<file path="src/rtl/goal_seek_ctrl.sv">
// goal_seek_ctrl: IR-beacon goal-seek direction controller (spin search, IR debounce, timed align, back-off, pause)
// Optional feature macro: GOAL_SEEK_WATCHDOG_EN adds a SEARCH watchdog that drives Fault; without it Fault is 0.
// Ports: clk, rst_n (async active-low); Enable, Pause, Inductance, IR_1k, IR_10k inputs;
//   FWD_A/FWD_B/BWD_A/BWD_B motion lines, Duty_SelA/Duty_SelB duty selects,
//   Done (high in IDLE), Goal_Hit (align-complete pulse), Goal_Id (0=1 kHz, 1=10 kHz), Fault (watchdog expiry).
module goal_seek_ctrl #(
    parameter int ALIGN_CYC   = 100_000_000,
    parameter int BACKOFF_CYC = 200_000_000,
    parameter int DEB_CYC     = 1000,
    parameter int SWEEP_CYC   = 0,
    parameter int DUTY_W      = 2,
    parameter int DUTY_SEARCH = 0,
    parameter int DUTY_ALIGN  = 2,
    parameter int DUTY_BACK   = 3,
    parameter int WDOG_CYC    = 1_000_000_000
) (
    input  logic              clk,
    input  logic              rst_n,
    input  logic              Enable,
    input  logic              Pause,
    input  logic              Inductance,
    input  logic              IR_1k,
    input  logic              IR_10k,
    output logic              FWD_A,
    output logic              FWD_B,
    output logic              BWD_A,
    output logic              BWD_B,
    output logic [DUTY_W-1:0] Duty_SelA,
    output logic [DUTY_W-1:0] Duty_SelB,
    output logic              Done,
    output logic              Goal_Hit,
    output logic              Goal_Id,
    output logic              Fault
);
    localparam int AW = $clog2(ALIGN_CYC + 1);
    localparam int BW = $clog2(BACKOFF_CYC + 1);
    localparam int DW = $clog2(DEB_CYC + 1);
    localparam int SW = SWEEP_CYC > 0 ? $clog2(SWEEP_CYC + 1) : 1;
    localparam logic [AW-1:0] A_END  = AW'(ALIGN_CYC - 1);
    localparam logic [BW-1:0] B_END  = BW'(BACKOFF_CYC - 1);
    localparam logic [DW-1:0] DB_END = DW'(DEB_CYC - 1);
    localparam logic [SW-1:0] S_END  = SW'(SWEEP_CYC > 0 ? SWEEP_CYC - 1 : 0);
    localparam logic [DUTY_W-1:0] D_SRCH = DUTY_W'(DUTY_SEARCH);
    localparam logic [DUTY_W-1:0] D_ALGN = DUTY_W'(DUTY_ALIGN);
    localparam logic [DUTY_W-1:0] D_BACK = DUTY_W'(DUTY_BACK);

    typedef enum logic [2:0] {IDLE, SEARCH, ALIGN_R, ALIGN_L, BACKOFF, PAUSE} state_t;

    state_t            r_state, r_ret, r_pret, w_next;
    logic [AW-1:0]     r_tmr;
    logic [BW-1:0]     r_bo;
    logic [DW-1:0]     r_d1, r_d10;
    logic [SW-1:0]     r_sw;
    logic              r_dir;
    logic [3:0]        r_mot;
    logic [DUTY_W-1:0] r_duty;
    logic              r_done, r_hit, r_id;
    logic              w_goal, w_stay_s, w_wrap, w_dir, w_wdog, w_fault;

`ifdef GOAL_SEEK_WATCHDOG_EN
    localparam int WW = $clog2(WDOG_CYC + 1);
    localparam logic [WW-1:0] W_END = WW'(WDOG_CYC - 1);
    logic [WW-1:0] r_wd;
    logic          r_fault;
    assign w_wdog  = r_wd == W_END;
    assign w_fault = r_fault;
`else
    assign w_wdog  = 1'b0;
    assign w_fault = 1'b0;
`endif

    always_comb begin
        w_next = r_state;
        w_goal = 1'b0;
        case (r_state)
            IDLE: w_next = Enable && !w_fault ? SEARCH : IDLE;
            SEARCH: begin
                if (!Enable) w_next = IDLE;
                else if (Pause) w_next = PAUSE;
                else if (Inductance) w_next = BACKOFF;
                else if (w_wdog) w_next = IDLE;
                else if (IR_1k && r_d1 == DB_END) w_next = ALIGN_R;
                else if (IR_10k && r_d10 == DB_END) w_next = ALIGN_L;
            end
            ALIGN_R, ALIGN_L: begin
                if (!Enable) w_next = IDLE;
                else if (Pause) w_next = PAUSE;
                else if (Inductance) w_next = BACKOFF;
                else if (r_tmr == A_END) begin
                    w_next = IDLE;
                    w_goal = 1'b1;
                end
            end
            BACKOFF: begin
                if (!Enable) w_next = IDLE;
                else if (Pause) w_next = PAUSE;
                else if (r_bo == B_END && !Inductance) w_next = r_ret;
            end
            PAUSE: begin
                if (!Enable) w_next = IDLE;
                else if (!Pause) w_next = r_pret;
            end
            default: w_next = IDLE;
        endcase
    end

    // Debounce and sweep only advance on edges that keep the FSM in SEARCH
    assign w_stay_s = r_state == SEARCH && w_next == SEARCH;
    assign w_wrap   = SWEEP_CYC != 0 && r_sw == S_END;
    assign w_dir    = w_next == IDLE ? 1'b0 : (w_stay_s && w_wrap) ? ~r_dir : r_dir;

    always_ff @(posedge clk or negedge rst_n) begin
        if (!rst_n) begin
            r_state <= IDLE;
            r_ret   <= SEARCH;
            r_pret  <= SEARCH;
            r_tmr   <= '0;
            r_bo    <= '0;
            r_d1    <= '0;
            r_d10   <= '0;
            r_sw    <= '0;
            r_dir   <= 1'b0;
            r_mot   <= 4'b0000;
            r_duty  <= '0;
            r_done  <= 1'b1;
            r_hit   <= 1'b0;
            r_id    <= 1'b0;
`ifdef GOAL_SEEK_WATCHDOG_EN
            r_wd    <= '0;
            r_fault <= 1'b0;
`endif
        end else begin
            r_state <= w_next;
            // Back-off returns to the motion state it interrupted; pause returns to whatever it interrupted
            if (w_next == BACKOFF && r_state != BACKOFF && r_state != PAUSE) r_ret <= r_state;
            if (w_next == PAUSE && r_state != PAUSE) r_pret <= r_state;
            // Align timer counts completed align cycles and is held through back-off and pause
            r_tmr <= w_next == IDLE ? '0
                   : (w_next == r_state && (r_state == ALIGN_R || r_state == ALIGN_L)) ? r_tmr + 1'b1 : r_tmr;
            // Back-off timer saturates at its terminal value while Inductance keeps us here
            r_bo  <= (w_next != BACKOFF && w_next != PAUSE) ? '0
                   : (r_state == BACKOFF && w_next == BACKOFF && r_bo != B_END) ? r_bo + 1'b1 : r_bo;
            r_d1  <= w_stay_s && IR_1k ? r_d1 + 1'b1 : '0;
            r_d10 <= w_stay_s && IR_10k ? r_d10 + 1'b1 : '0;
            r_sw  <= w_next == IDLE ? '0 : (w_stay_s && SWEEP_CYC != 0) ? (w_wrap ? '0 : r_sw + 1'b1) : r_sw;
            r_dir <= w_dir;
            r_mot <= w_next == SEARCH ? (w_dir ? 4'b0110 : 4'b1001)
                   : w_next == ALIGN_R ? 4'b1001
                   : w_next == ALIGN_L ? 4'b0110
                   : w_next == BACKOFF ? 4'b0011 : 4'b0000;
            r_duty <= w_next == SEARCH ? D_SRCH
                    : (w_next == ALIGN_R || w_next == ALIGN_L) ? D_ALGN
                    : w_next == BACKOFF ? D_BACK : '0;
            r_done <= w_next == IDLE;
            r_hit  <= w_goal;
            if (w_goal) r_id <= r_state == ALIGN_L;
`ifdef GOAL_SEEK_WATCHDOG_EN
            r_wd    <= w_next == IDLE ? '0 : w_stay_s ? r_wd + 1'b1 : r_wd;
            r_fault <= !Enable ? 1'b0 : (r_state == SEARCH && w_wdog && w_next == IDLE) ? 1'b1 : r_fault;
`endif
        end
    end

    assign {FWD_A, FWD_B, BWD_A, BWD_B} = r_mot;
    assign Duty_SelA = r_duty;
    assign Duty_SelB = r_duty;
    assign Done      = r_done;
    assign Goal_Hit  = r_hit;
    assign Goal_Id   = r_id;
    assign Fault     = w_fault;
endmodule
</file>
<file path="config.mk">
export PLATFORM = sky130hd
export DESIGN_NAME = goal_seek_ctrl
export DESIGN_NICKNAME = d
export VERILOG_FILES = /design/src/rtl/goal_seek_ctrl.sv
export SDC_FILE = /design/constraint.sdc
export NUM_CORES = 1
export LEC_CHECK = 0
export BUFFER_PORTS_ARGS = -buffer_cell sky130_fd_sc_hd__clkbuf_2
export CORE_MARGIN = 5
export CORE_UTILIZATION = 25
export DETAILED_ROUTE_END_ITERATION = 7
export PLACE_DENSITY = 0.39
export SYNTH_ARGS = -nofsm -noshare
export SYNTH_HDL_FRONTEND = slang
export SYNTH_SLANG_ARGS = --single-unit
</file>
<file path="constraint.sdc">
create_clock -name clk -period 2.6 [get_ports clk]
set_clock_uncertainty 0.05 [all_clocks]
set_input_delay 0.13 -clock clk [delete_from_list [all_inputs] [get_ports clk]]
set_output_delay 0.13 -clock clk [all_outputs]
set_load 0.02 [all_outputs]
</file>
# [Word level (Yosys, flattened, before mapping)]
# Cells that the tools add are included.
[totals] elab_cells=94 out_inout_bits=12 ff_bits=94 in_bits=7
[classes] n_reduce_logical=21 n_eq_ne=20 addsub=4 muxes=36
[op_table] cell="two-way mux 28 bit" n=2
[op_table] cell="two-way mux 27 bit" n=2
[op_table] cell="two-way mux 3 bit" n=15
[op_table] cell="adder 28 x 1 -> 28 bit (second input constant)" n=1
[op_table] cell="== test 28 bit (second input constant)" n=1
[op_table] cell="inequality test 28 bit (second input constant)" n=1
[op_table] cell="adder 27 x 1 -> 27 bit (second input constant)" n=1
[op_table] cell="== test 27 bit (second input constant)" n=1
[op_table] cell="adder 10 x 1 -> 10 bit (second input constant)" n=2
[op_table] cell="== test 10 bit (second input constant)" n=2
[op_table] cell="two-way mux 10 bit" n=2
[op_table] cell="one-hot mux 3 bit (5 select lines)" n=1
[op_table] cell="logical AND 1 bit" n=13
[op_table] cell="== test 3 x 2 -> 1 bit (second input constant)" n=4
[op_table] cell="== test 3 bit (second input constant)" n=4
[op_table] cell="two-way mux 4 bit" n=3
[op_table] cell="inequality test 3 bit (second input constant)" n=4
[op_table] cell="two-way mux 2 bit" n=4
[op_table] cell="two-way mux 1 bit" n=7
[op_table] cell="== test 3 x 1 -> 1 bit (second input constant)" n=2
[op_table] cell="zero test 3 bit" n=2
[op_table] cell="nonzero test 2 bit" n=2
[op_table] cell="== test 3 bit" n=1
[op_table] cell="logical OR 1 bit" n=2
[op_table] cell="2 further kinds" n=2

# [Depth between registers and ports, before layout]
# Gate-level depths: netlist of the first run.
[logic_depth] ltp_word=13 mapped_depth=11 ltp_nobuf=8

# [Worst setup path after synthesis of the first run]
# No wires, ideal clock.
[synth_path] path_kind="register to register" from="register r_bo[0]" to="register r_bo[10]" path_buffers=2 arrival_time_ps=2647 path_stages_with_launch=11 path_slack_ps=-175 t_required_ps=2472 period_less_slack_ps=2775 cell_sequence="dfrtp_1 ha_1 and3_1 nand4_1 nor3_1 or2_2 clkbuf_1 or4_1 buf_2 or4b_1 a21oi_1"
[synth_via] elab_chain_cells=10 word_cells_on_any_way=17 classes_between="1 x add/sub; 5 x eq/ne; 6 x mux; 5 x reduce/logical"
[synth_rtl] item="start: declaration" line_no="51" text="logic [BW-1:0] r_bo;"
[synth_rtl] item="start signal: assignment" line_no="141" text="r_bo <= (w_next != BACKOFF && w_next != PAUSE) ? '0"
[synth_rtl] item="== test 28 bit" line_no="97" text="else if (r_bo == B_END && !Inductance) w_next = r_ret;"
[synth_rtl] item="logical AND 1 bit" line_no="97"
[synth_rtl] item="two-way mux 3 bit" line_no="97"
[synth_rtl] item="two-way mux 3 bit" line_no="96" text="else if (Pause) w_next = PAUSE;"
[synth_rtl] item="two-way mux 3 bit" line_no="95" text="if (!Enable) w_next = IDLE;"
[synth_rtl] item="one-hot mux 3 bit (5 select lines)" line_no="75" text="case (r_state)"
[synth_rtl] item="== test 3 bit" line_no="142" text=": (r_state == BACKOFF && w_next == BACKOFF && r_bo != B_END) ? r_bo + 1'b1 : r_bo;"
[synth_rtl] item="logical AND 1 bit (2 in series)" line_no="142"
[synth_rtl] item="nonzero test 2 bit (no line)"
# Parallel ways exist; a longest one is shown, timed or not. The select of a mux whose other input is x is not followed.
# A chain may end at the register's enable or synchronous reset.

# [Final worst setup path of the first run]
[layout_path] from="register r_tmr[8]" to="register r_bo[10]"
[layout_via] elab_chain_cells=10 word_cells_on_any_way=14 classes_between="4 x eq/ne; 6 x mux; 4 x reduce/logical"
[layout_rtl] item="start: declaration" line_no="50" text="logic [AW-1:0] r_tmr;"
[layout_rtl] item="start signal: assignment" line_no="138" text="r_tmr <= w_next == IDLE ? '0"
[layout_rtl] item="== test 27 bit (*)" line_no="89" text="else if (r_tmr == A_END) begin"
[layout_rtl] item="two-way mux 3 bit (*)" line_no="89"
[layout_rtl] item="two-way mux 3 bit (*)" line_no="88" text="else if (Inductance) w_next = BACKOFF;"
[layout_rtl] item="two-way mux 3 bit (*)" line_no="87" text="else if (Pause) w_next = PAUSE;"
[layout_rtl] item="two-way mux 3 bit (*)" line_no="86" text="if (!Enable) w_next = IDLE;"
[layout_rtl] item="one-hot mux 3 bit (5 select lines) (*)" line_no="75"
[layout_rtl] item="== test 3 bit" line_no="142"
[layout_rtl] item="logical AND 1 bit (2 in series)" line_no="142"
[layout_rtl] item="nonzero test 2 bit (no line)"
# Mark *: on every way between the ends. The rest lies on a longest branch, timed or not.

==> impl_metrics.csv, run 1 <==
group,metric,value,unit
pwr,p_int,2.34,mW
logic_synthesis,synthCells,525,
sta,finalSetupViolations,36,
clock_network,insertion_delay,350,ps
sta,hold_viol,0,
die,die_x,150,µm
layout,antenna_cells,0,
routing,remaining_drc_errors,0,
routing,ant_nets,0,
place,hpwlAfterDp,9170,µm
logic_synthesis,synth_top_area_share,0.466,
die,fp-row-count,51,
worst_setup_path,r2r_start,"r_tmr[8]",
pwr,irDropWorstVdd,0.308,mV
run,drv_cap,0,
pwr,power.leakage,2.58,nW
pwr,switching_share,0.270,
worst_setup_path,critPathKind,"reg2reg",
global_routing,grt-ovfl-total,0,
routing,routed_wl,12700,µm
logic_synthesis,synth_area,4880,µm²
place,gp_congestion,0.761,
sta,slew_headroom,0.541,
logic_synthesis,async_reset_ff_frac,1.00,
worst_setup_path,r2r_setup_slack,-100,ps
routing,drt_first_pass_iters,4,
sta,rsz0062_at_grt,"true",
worst_setup_path,r2r_cells,7,
clock_network,clk_pin_slew,70,ps
logic_synthesis,yosys.area_share.simple,0.304,
layout,area_growth,27.0,%
worst_setup_path,rr_endpoint,"r_bo[10]",
logic_synthesis,synth_top_family_by_area,"simple AND/OR/NAND/NOR gates",
min_path,hp-class,"in2async",
pwr,combPwrFrac,0.127,
pwr,p_switching,866,µW
routing,wl_per_cell,14.4,µm
logic_synthesis,synthesis.nets,536,
sta,fin_ws,-98.7,ps
logic_synthesis,synthTopCellsByCount,"nor2_1 (92), dfrtp_1 (91), nand3_1 (41), xnor2_1 (38), nand2_1 (26)",
logic_synthesis,yosysWarnings,0,
logic_synthesis,syn_area_per_cell,9.30,µm²
sta,worst_slew_pin_slew,683,ps
die,fp.dieH,150,µm
clock_network,clockBufferDepth,2,
worst_setup_path,worstSetupStartpoint,"r_tmr[8]",
die,die_area,22400,µm²
place,io_buffers,17,
clock_network,cts_tree,"yes",
pwr,pwr-share-seq,0.480,
logic_synthesis,synth-adder-area-share,0.0102,
routing,via_count,4098,
worst_setup_path,cp_max_fo,5,
sta,period_share,1.04,
sta,fmax,371,MHz
outcome,violations,"setup timing",
logic_synthesis,synth_seq_area_share,0.482,
sta,tns,-743,ps
global_routing,antenna_found_initial,0,
global_routing,grt_pass1_wl,21900,µm
global_routing,grt_usage,0.123,
clock_network,clkSinkCount,94,
die,io_pins,19,
pwr,powerDensity,517,nW/µm²
global_routing,grt_max_degree,53,
logic_synthesis,synth_top_area_cell,"dfrtp_1",
logic_synthesis,synth_compound_area_frac,0.0535,
layout,drive_above_1_share,0.227,
logic_synthesis,synth_edf_count,0,
clock_network,root_buffer,"clkbuf_16",
worst_setup_path,required,2830,ps
worst_setup_path,critPathArrivalTime,2920,ps
outcome,outcome,"complete, but fails checks",
logic_synthesis,ys_seq_elements,94,
die,core_area,19300,µm²
worst_setup_path,end_kind,"register",
global_routing,grt_pass1_vias,4267,
routing,via_per_inst,4.64,
sta,finalMaxSlewViolations,0,
sta,holdWs,271,ps
pwr,p_clk_frac,0.393,
worst_setup_path,startpoint_type,"register",
logic_synthesis,synth_area_leaders,"dfrtp_1 (47%), nor2_1 (7.1%), xnor2_1 (6.8%)",
logic_synthesis,ys_types,54,
logic_synthesis,synth_xor_area_frac,0.109,
logic_synthesis,yosysMostFrequentCell,"nor2_1",
sta,finalCriticalPeriod,2700,ps
die,initial_utilization,0.253,
clock_network,ctsHtreeMaxLevel,3,
layout,fin_nets,624,
routing,drt_iter0_drc,131,
logic_synthesis,muxShareOfSynthArea,0.00897,
clock_network,cts_made_buffers,9,
logic_synthesis,yosys_most_used_dff,"dfrtp_1",
==> repair_timing <==
action                                  in CTS  in global routing
hold endpoints to repair                    40                  0
hold buffers                                 1                  0
gates resized for setup                      4                  7
endpoints found under the setup margin      63                 88
cloned                                       0                  0
pin swaps                                    3                  0
buffers inserted                             1                  0
==> worst max-delay path: stages, from the launching register on <==
cell and delay (ps):
dfrtp_1 380, or4_4 540, nor3_2 110, nand4_1 120
a211o_1 330, or4_4 460, or4b_1 480, a21oi_1 150
==> metrics by stage <==
step                      cells  power [mW]  area [µm²]  worst slack, ps   util
after global routing        883        3.38        6200             -257  0.321
final                       883        3.21        6200            -98.7  0.321
after CTS                   883        3.28        6170             -115  0.319
after global placement      865        1.97        5850             -106  0.303
after detailed placement    865        1.97        5850             -134  0.303
after floorplan             525        1.78        4910             -118      -
==> worst max-delay path by stage <==
stage	cells past startpoint	slack, ps	endpoint
5_1_grt	9	-260	r_ret[0]
2_1_floorplan	10	-120	r_bo[10]
4_1_cts	7	-110	r_bo[10]
3_3_place_gp	7	-110	r_bo[10]
3_5_place_dp	7	-130	r_bo[10]
6_report	7	-100	r_bo[10]
==> registers in the layout (all words and copies together) (netlist names) <==
name and cells:
Goal_Id 1, r_pret 3, r_bo 28, r_d10 10, r_d1 10, r_dir 1, Duty_SelA 2, Goal_Hit 1
Done 1, r_mot 4, r_ret 3, r_tmr 27, r_state 3
==> layer usage <==
layer,track usage,part of all wire,up-vias
li1,-,-,2029
met1,0.154,0.47,2017
met2,0.208,0.49,40
met3,0.0336,0.027,12
met4,0.0389,0.014,0
met5,0,0,-
==> power groups by stage <==
stage,registers (mW),logic (mW),clock network [mW]
after global routing,1.54,0.454,1.38
after floorplan,1.58,0.203,0
final,1.54,0.408,1.26
after global placement,1.57,0.404,0
after CTS,1.54,0.414,1.33
after detailed placement,1.57,0.406,0
==> cell usage in the layout, fill, tap and decap left out, types with 2 or more instances in the layout <==
| master | instances |
|---|---|
| clkinv_2 | 2 |
| nand2_1 | 26 |
| nor2_1 | 91 |
| and2_1 | 4 |
| buf_4 | 82 |
| dfstp_2 | 3 |
| or4_1 | 6 |
| ha_1 | 3 |
| a21oi_1 | 13 |
| nor4_2 | 2 |
| and4_1 | 5 |
| nor4_1 | 20 |
| clkinvlp_4 | 2 |
| buf_12 | 2 |
| dfrtp_1 | 91 |
| nand4_1 | 16 |
| and3_1 | 19 |
| nand3b_1 | 2 |
| inv_1 | 11 |
| o21ai_0 | 5 |
| clkbuf_16 | 9 |
| xor2_1 | 23 |
| nand4b_1 | 3 |
| mux2_2 | 3 |
| nor4bb_1 | 3 |
| or3_1 | 6 |
| clkbuf_2 | 16 |
| nand2b_1 | 3 |
| nand3_1 | 41 |
| nor3_1 | 21 |
| or4_4 | 3 |
| xnor2_1 | 38 |
| o31ai_1 | 3 |
| or2_2 | 4 |
| o41ai_1 | 2 |
| o21a_1 | 3 |
==> logic make-up (layout without fill, tap and decap cells) <==
| family | after synthesis | after routing |
|---|---|---|
| buf+inv | 35 | 128 |
| mux | 4 | 4 |
| other cells | 1 | 1 |
| fa+ha+maj | 4 | 4 |
| flops | 94 | 94 |
| simple gates | 286 | 286 |
| xor+xnor | 61 | 61 |
| compound gates | 40 | 40 |
==> final cells by class <==
type                       count  area [µm²]
clock buffer                  11         243
clock inverter                 5        33.8
fill                        2037       13100
inverter                      11        41.3
multi-input combinational    396        2450
sequential                    94        2360
tap                          265         332
timing repair buffer         101         746
No activity file was read; power rests on OpenSTA's default activity.
==> run 2, diff against run 1 <==
- SETUP_SLACK_MARGIN: default -> 0.5
==> impl_metrics.csv, run 2 (synthesized netlist as in run 1, its figures left out) <==
group,metric,value,unit
layout,area_growth,40.5,%
worst_setup_path,critPathKind,"reg2reg",
global_routing,grt_max_degree,51,
sta,rsz0062_at_grt,"true",
pwr,p_clk_frac,0.359,
layout,multi_input_area,2860,µm²
layout,fin_nets,641,
clock_network,insertion_delay,340,ps
sta,fmax,365,MHz
run,drv_cap,0,
global_routing,grt-ovfl-total,0,
clock_network,clockBufferDepth,2,
pwr,power.leakage,2.85,nW
pwr,irDropWorstVdd,0.295,mV
place,io_buffers,17,
sta,worst_slew_pin_slew,677,ps
pwr,p_switching,924,µW
pwr,combPwrFrac,0.178,
routing,top_layer,"met4",
routing,met1_length,6560,µm
layout,stdcell_area,6860,µm²
pwr,power,3.33,mW
die,die_area,22400,µm²
sta,hold_viol,0,
routing,drt_first_pass_iters,4,
pwr,powerDensity,485,nW/µm²
sta,period_share,1.05,
outcome,violations,"setup timing",
die,io_pins,19,
routing,routed_wl,13700,µm
layout,drive_above_1_share,0.311,
layout,reg_top3,"r_bo (28), r_tmr (27)",
place,hpwlAfterDp,9090,µm
die,fp.dieH,150,µm
routing,wl_per_cell,15.2,µm
sta,tns,-4590,ps
layout,n_fill_cell,2001,
pwr,pwr-share-seq,0.463,
clock_network,cts_made_buffers,9,
global_routing,grt_pass1_wl,22200,µm
place,placed_area,5820,µm²
clock_network,root_buffer,"clkbuf_16",
clock_network,clkSinkCount,94,
worst_setup_path,cp_max_fo,7,
die,fp-row-count,51,
layout,largest_register,"r_bo",
routing,drt_iter0_drc,162,
routing,wl_met3,370,µm
routing,via_count,4221,
clock_network,ctsHtreeMaxLevel,3,
place,gp_congestion,0.802,
layout,final_common_cell,"dfrtp_1",
sta,slew_headroom,0.548,
sta,finalSetupViolations,59,
routing,via_per_inst,4.70,
die,die_x,150,µm
pwr,p_int,2.41,mW
layout,final_cell_mix,"dfrtp_1 (91), nor2_1 (82), buf_4 (81), nand3_1 (40), xnor2_1 (37)",
sta,finalCriticalPeriod,2740,ps
die,core_area,19300,µm²
global_routing,antenna_found_initial,0,
layout,largest_reg_flops,28,
pwr,switching_share,0.277,
outcome,outcome,"complete, but fails checks",
clock_network,clk_pin_slew,70,ps
min_path,hp-class,"in2reg",
layout,antenna_cells,0,
global_routing,grt_pass1_vias,4296,
layout,seqCellArea,2360,µm²
worst_setup_path,crit_top_cell,"buf_6",
worst_setup_path,cp_cell_sequence,"or4_4, nor3_4, nand4_1, a211o_1, buf_4, buf_6, buf_12, nor2_4, buf_6, a21o_4, buf_6, clkbuf_16, nor2_1",
worst_setup_path,startpoint_type,"register",
routing,wl_met2,6560,µm
clock_network,cts_tree,"yes",
sta,fin_ws,-139,ps
sta,finalMaxSlewViolations,0,
place,preCtsSetupSlack,-141,ps
worst_setup_path,end_kind,"register",
die,initial_utilization,0.253,
routing,remaining_drc_errors,0,
worst_setup_path,required,2780,ps
worst_setup_path,max_stage_delay,560,ps
worst_setup_path,cp_slowest_cell,"or4_4",
routing,ant_nets,0,
global_routing,grt_usage,0.123,
worst_setup_path,critPathArrivalTime,2920,ps
run 2: final timing paths:
check | end | slack [ps] | startpoint | cells past startpoint
setup / recovery | r_tmr[15] | -140 | r_tmr[8] | 13
hold / removal | r_d1[0] | 310 | IR_1k | 5
min in group asynchronous | r_bo[12] | 330 | rst_n | 2
setup reg to reg | r_tmr[15] | -140 | r_tmr[8] | 13
hold reg to reg | r_pret[0] | 420 | r_pret[0] | 2
max in group asynchronous | r_pret[0] | 1430 | rst_n | 3
run 2: area by class of cell:
class / count / area share
inverters: 11 / 0.00602
clock inverters: 2 / 0.00182
clock buffers: 13 / 0.0350
well taps: 265 / 0.0483
repair buffers: 118 / 0.149
flip-flops and latches: 94 / 0.343
multi-input cells: 396 / 0.417
run 2: worst max-delay path: cells and delay by family (launching register included):
| kind | cells | cell delay, ps |
|---|---|---|
| flops | 1 | 380 |
| compound gates | 2 | 480 |
| buf+inv | 6 | 780 |
| simple gates | 5 | 940 |
run 2: routing by layer:
metal  vias to the layer above  track usage
li1                       2068            -
met1                      2101        0.164
met2                        39        0.202
met3                        13       0.0282
met4                         0       0.0334
met5                         -            0
run 2: repair_timing:
action	CTS	global route
gates cloned	1	2
hold endpoints to repair	48	0
setup endpoints to repair	91	93
pin swaps	6	36
gates resized for setup	55	49
hold buffers	1	0
setup buffers	14	7
run 2: power by group through the flow:
stage	Sequential, mW	Combinational, mW	Clock, mW
2_1_floorplan	1.58	0.210	0
3_3_place_gp	1.57	0.401	0
3_5_place_dp	1.57	0.400	0
4_1_cts	1.54	0.504	1.26
5_1_grt	1.55	0.640	1.30
6_report	1.54	0.593	1.20
run 2: metrics by stage:
step | std cells | utilization | hold WS [ps]
6_report | 899 | 0.355 | 306
3_5_place_dp | 859 | 0.301 | 180
2_1_floorplan | 525 | - | -216
3_3_place_gp | 859 | 0.301 | 165
4_1_cts | 890 | 0.335 | 274
5_1_grt | 899 | 0.355 | 335
==> run 3, diff against run 2 <==
- BUFFER_PORTS_ARGS: -buffer_cell sky130_fd_sc_hd__clkbuf_2 -> default
- DONT_BUFFER_PORTS: default -> 1
- SKIP_LAST_GASP: default -> 1
==> impl_metrics.csv, run 3 (synthesized netlist as in run 1, its figures left out) <==
group,metric,value,unit
sta,finalMaxSlewViolations,0,
place,hpwlAfterDp,9110,µm
sta,period_share,1.05,
worst_setup_path,required,2840,ps
sta,fmax,366,MHz
pwr,power,3.23,mW
layout,largest_reg_flops,28,
worst_setup_path,rr_endpoint,"r_bo[10]",
die,die_x,150,µm
pwr,powerDensity,520,nW/µm²
routing,wl_per_cell,15.1,µm
global_routing,antenna_found_initial,0,
sta,tns,-2290,ps
global_routing,grt_usage,0.123,
clock_network,clk_pin_slew,70,ps
global_routing,grt_max_degree,95,
routing,ant_nets,0,
worst_setup_path,cp_max_fo,5,
routing,drt_first_pass_iters,4,
layout,area_growth,27.1,%
worst_setup_path,r2r_setup_slack,-130,ps
die,fp.dieH,150,µm
clock_network,insertion_delay,360,ps
global_routing,grt-ovfl-total,0,
layout,multi_input_area,2520,µm²
clock_network,ctsHtreeMaxLevel,3,
worst_setup_path,critPathArrivalTime,2970,ps
layout,reg_top3,"r_bo (28), r_tmr (27)",
worst_setup_path,worstSetupStartpoint,"r_tmr[8]",
sta,fin_ws,-134,ps
layout,largest_register,"r_bo",
die,initial_utilization,0.253,
sta,rsz0062_at_grt,"true",
outcome,outcome,"complete, but fails checks",
layout,antenna_cells,0,
worst_setup_path,end_kind,"register",
global_routing,grt_pass1_vias,4126,
layout,final_common_cell,"dfrtp_1",
layout,drive_above_1_share,0.228,
die,die_area,22400,µm²
clock_network,root_buffer,"clkbuf_16",
worst_setup_path,r2r_start,"r_tmr[8]",
pwr,power.leakage,2.52,nW
clock_network,clockBufferDepth,2,
die,fp-row-count,51,
routing,drt_iter0_drc,223,
clock_network,cts_tree,"yes",
clock_network,cts_made_buffers,9,
place,gp_congestion,0.766,
outcome,violations,"hold timing, setup timing",
sta,worst_slew_pin_slew,699,ps
sta,slew_headroom,0.530,
layout,seqCellArea,2360,µm²
die,io_pins,19,
sta,finalSetupViolations,46,
worst_setup_path,r2r_cells,7,
routing,via_count,4089,
routing,remaining_drc_errors,0,
min_path,hp-class,"in2async",
layout,final_cell_mix,"dfrtp_1 (91), nor2_1 (89), buf_4 (81), nand3_1 (40), xnor2_1 (38)",
die,core_area,19300,µm²
worst_setup_path,startpoint_type,"register",
worst_setup_path,crit_end,"r_bo[10]",
pwr,irDropWorstVdd,0.316,mV
worst_setup_path,critPathKind,"reg2reg",
run,drv_cap,0,
global_routing,grt_pass1_wl,21700,µm
routing,via_per_inst,4.71,
routing,routed_wl,13100,µm
sta,finalCriticalPeriod,2730,ps
layout,n_fill_cell,2033,
place,io_buffers,0,
layout,fin_nets,610,
clock_network,clkSinkCount,94,
sta,hold_viol,94,
sta,holdWs,-578,ps
[run 3: cell count changes in the layout (fill, tap and decap cells not counted), moves of 4 or more]
cell      delta
nor3_4       -8
nor4_1      +11
nor4_4      -12
nor2_4       -4
clkbuf_2    -16
buf_12       -5
nor3_1      +10
nor2_1       +7
buf_6        -6
[run 3: repair_timing]
item | CTS | global route
setup endpoints to repair | 91 | 93
hold endpoints to repair | 94 | 94
gates resized for setup | 14 | 13
pin swaps | 5 | 4
setup buffers | 4 | 4
[run 3: metrics by stage]
stage | hold slack [ps] | setup slack (ps) | cells | instance area [µm²] | util
6_report | -578 | -134 | 869 | 6210 | 0.321
5_1_grt | -605 | -270 | 869 | 6210 | 0.321
4_1_cts | -601 | -117 | 865 | 6130 | 0.317
3_5_place_dp | -208 | -268 | 845 | 5750 | 0.297
3_3_place_gp | -208 | -208 | 845 | 5750 | 0.297
2_1_floorplan | -216 | -117 | 525 | 4940 | -
[run 3: worst min-delay path by stage]
stage                      from            to  depth (start not counted)
after floorplan           rst_n  Duty_SelA[0]                          0
after global placement    rst_n       r_bo[7]                          0
after detailed placement  rst_n       r_bo[7]                          0
after CTS                 rst_n       r_d1[0]                          0
after global routing      rst_n       r_d1[4]                          0
final                     rst_n      r_mot[0]                          0
[run 3: layout make-up]
cell class | count | share of cell area
clock buffers | 11 | 0.0391
clock inverters | 5 | 0.00564
inverters | 11 | 0.00665
multi-input cells | 396 | 0.405
flip-flops and latches | 94 | 0.380
well taps | 265 | 0.0534
repair buffers | 87 | 0.110
[run 3: layer usage]
metal  global-route usage  vias to the layer above  share of wire
met2                0.196                       56           0.47
li1                     -                     1998              -
met1                0.163                     2023           0.48
met4               0.0339                        0          0.013
met3               0.0391                       12          0.045
met5                    0                        -              0
[run 3: critical path, cell delays in order (launching register included)]
cell     delay, ps
dfrtp_1        380
or4_4          550
nor3_2         110
nand4_1        120
a211o_1        360
or4_4          460
or4b_4         500
a21oi_2        140
[run 3: report_power, final]
part           internal [mW]  switching [mW]
Combinational          0.158           0.223
Clock                  0.678           0.608
Sequential              1.52          0.0424
Total                   2.35           0.873
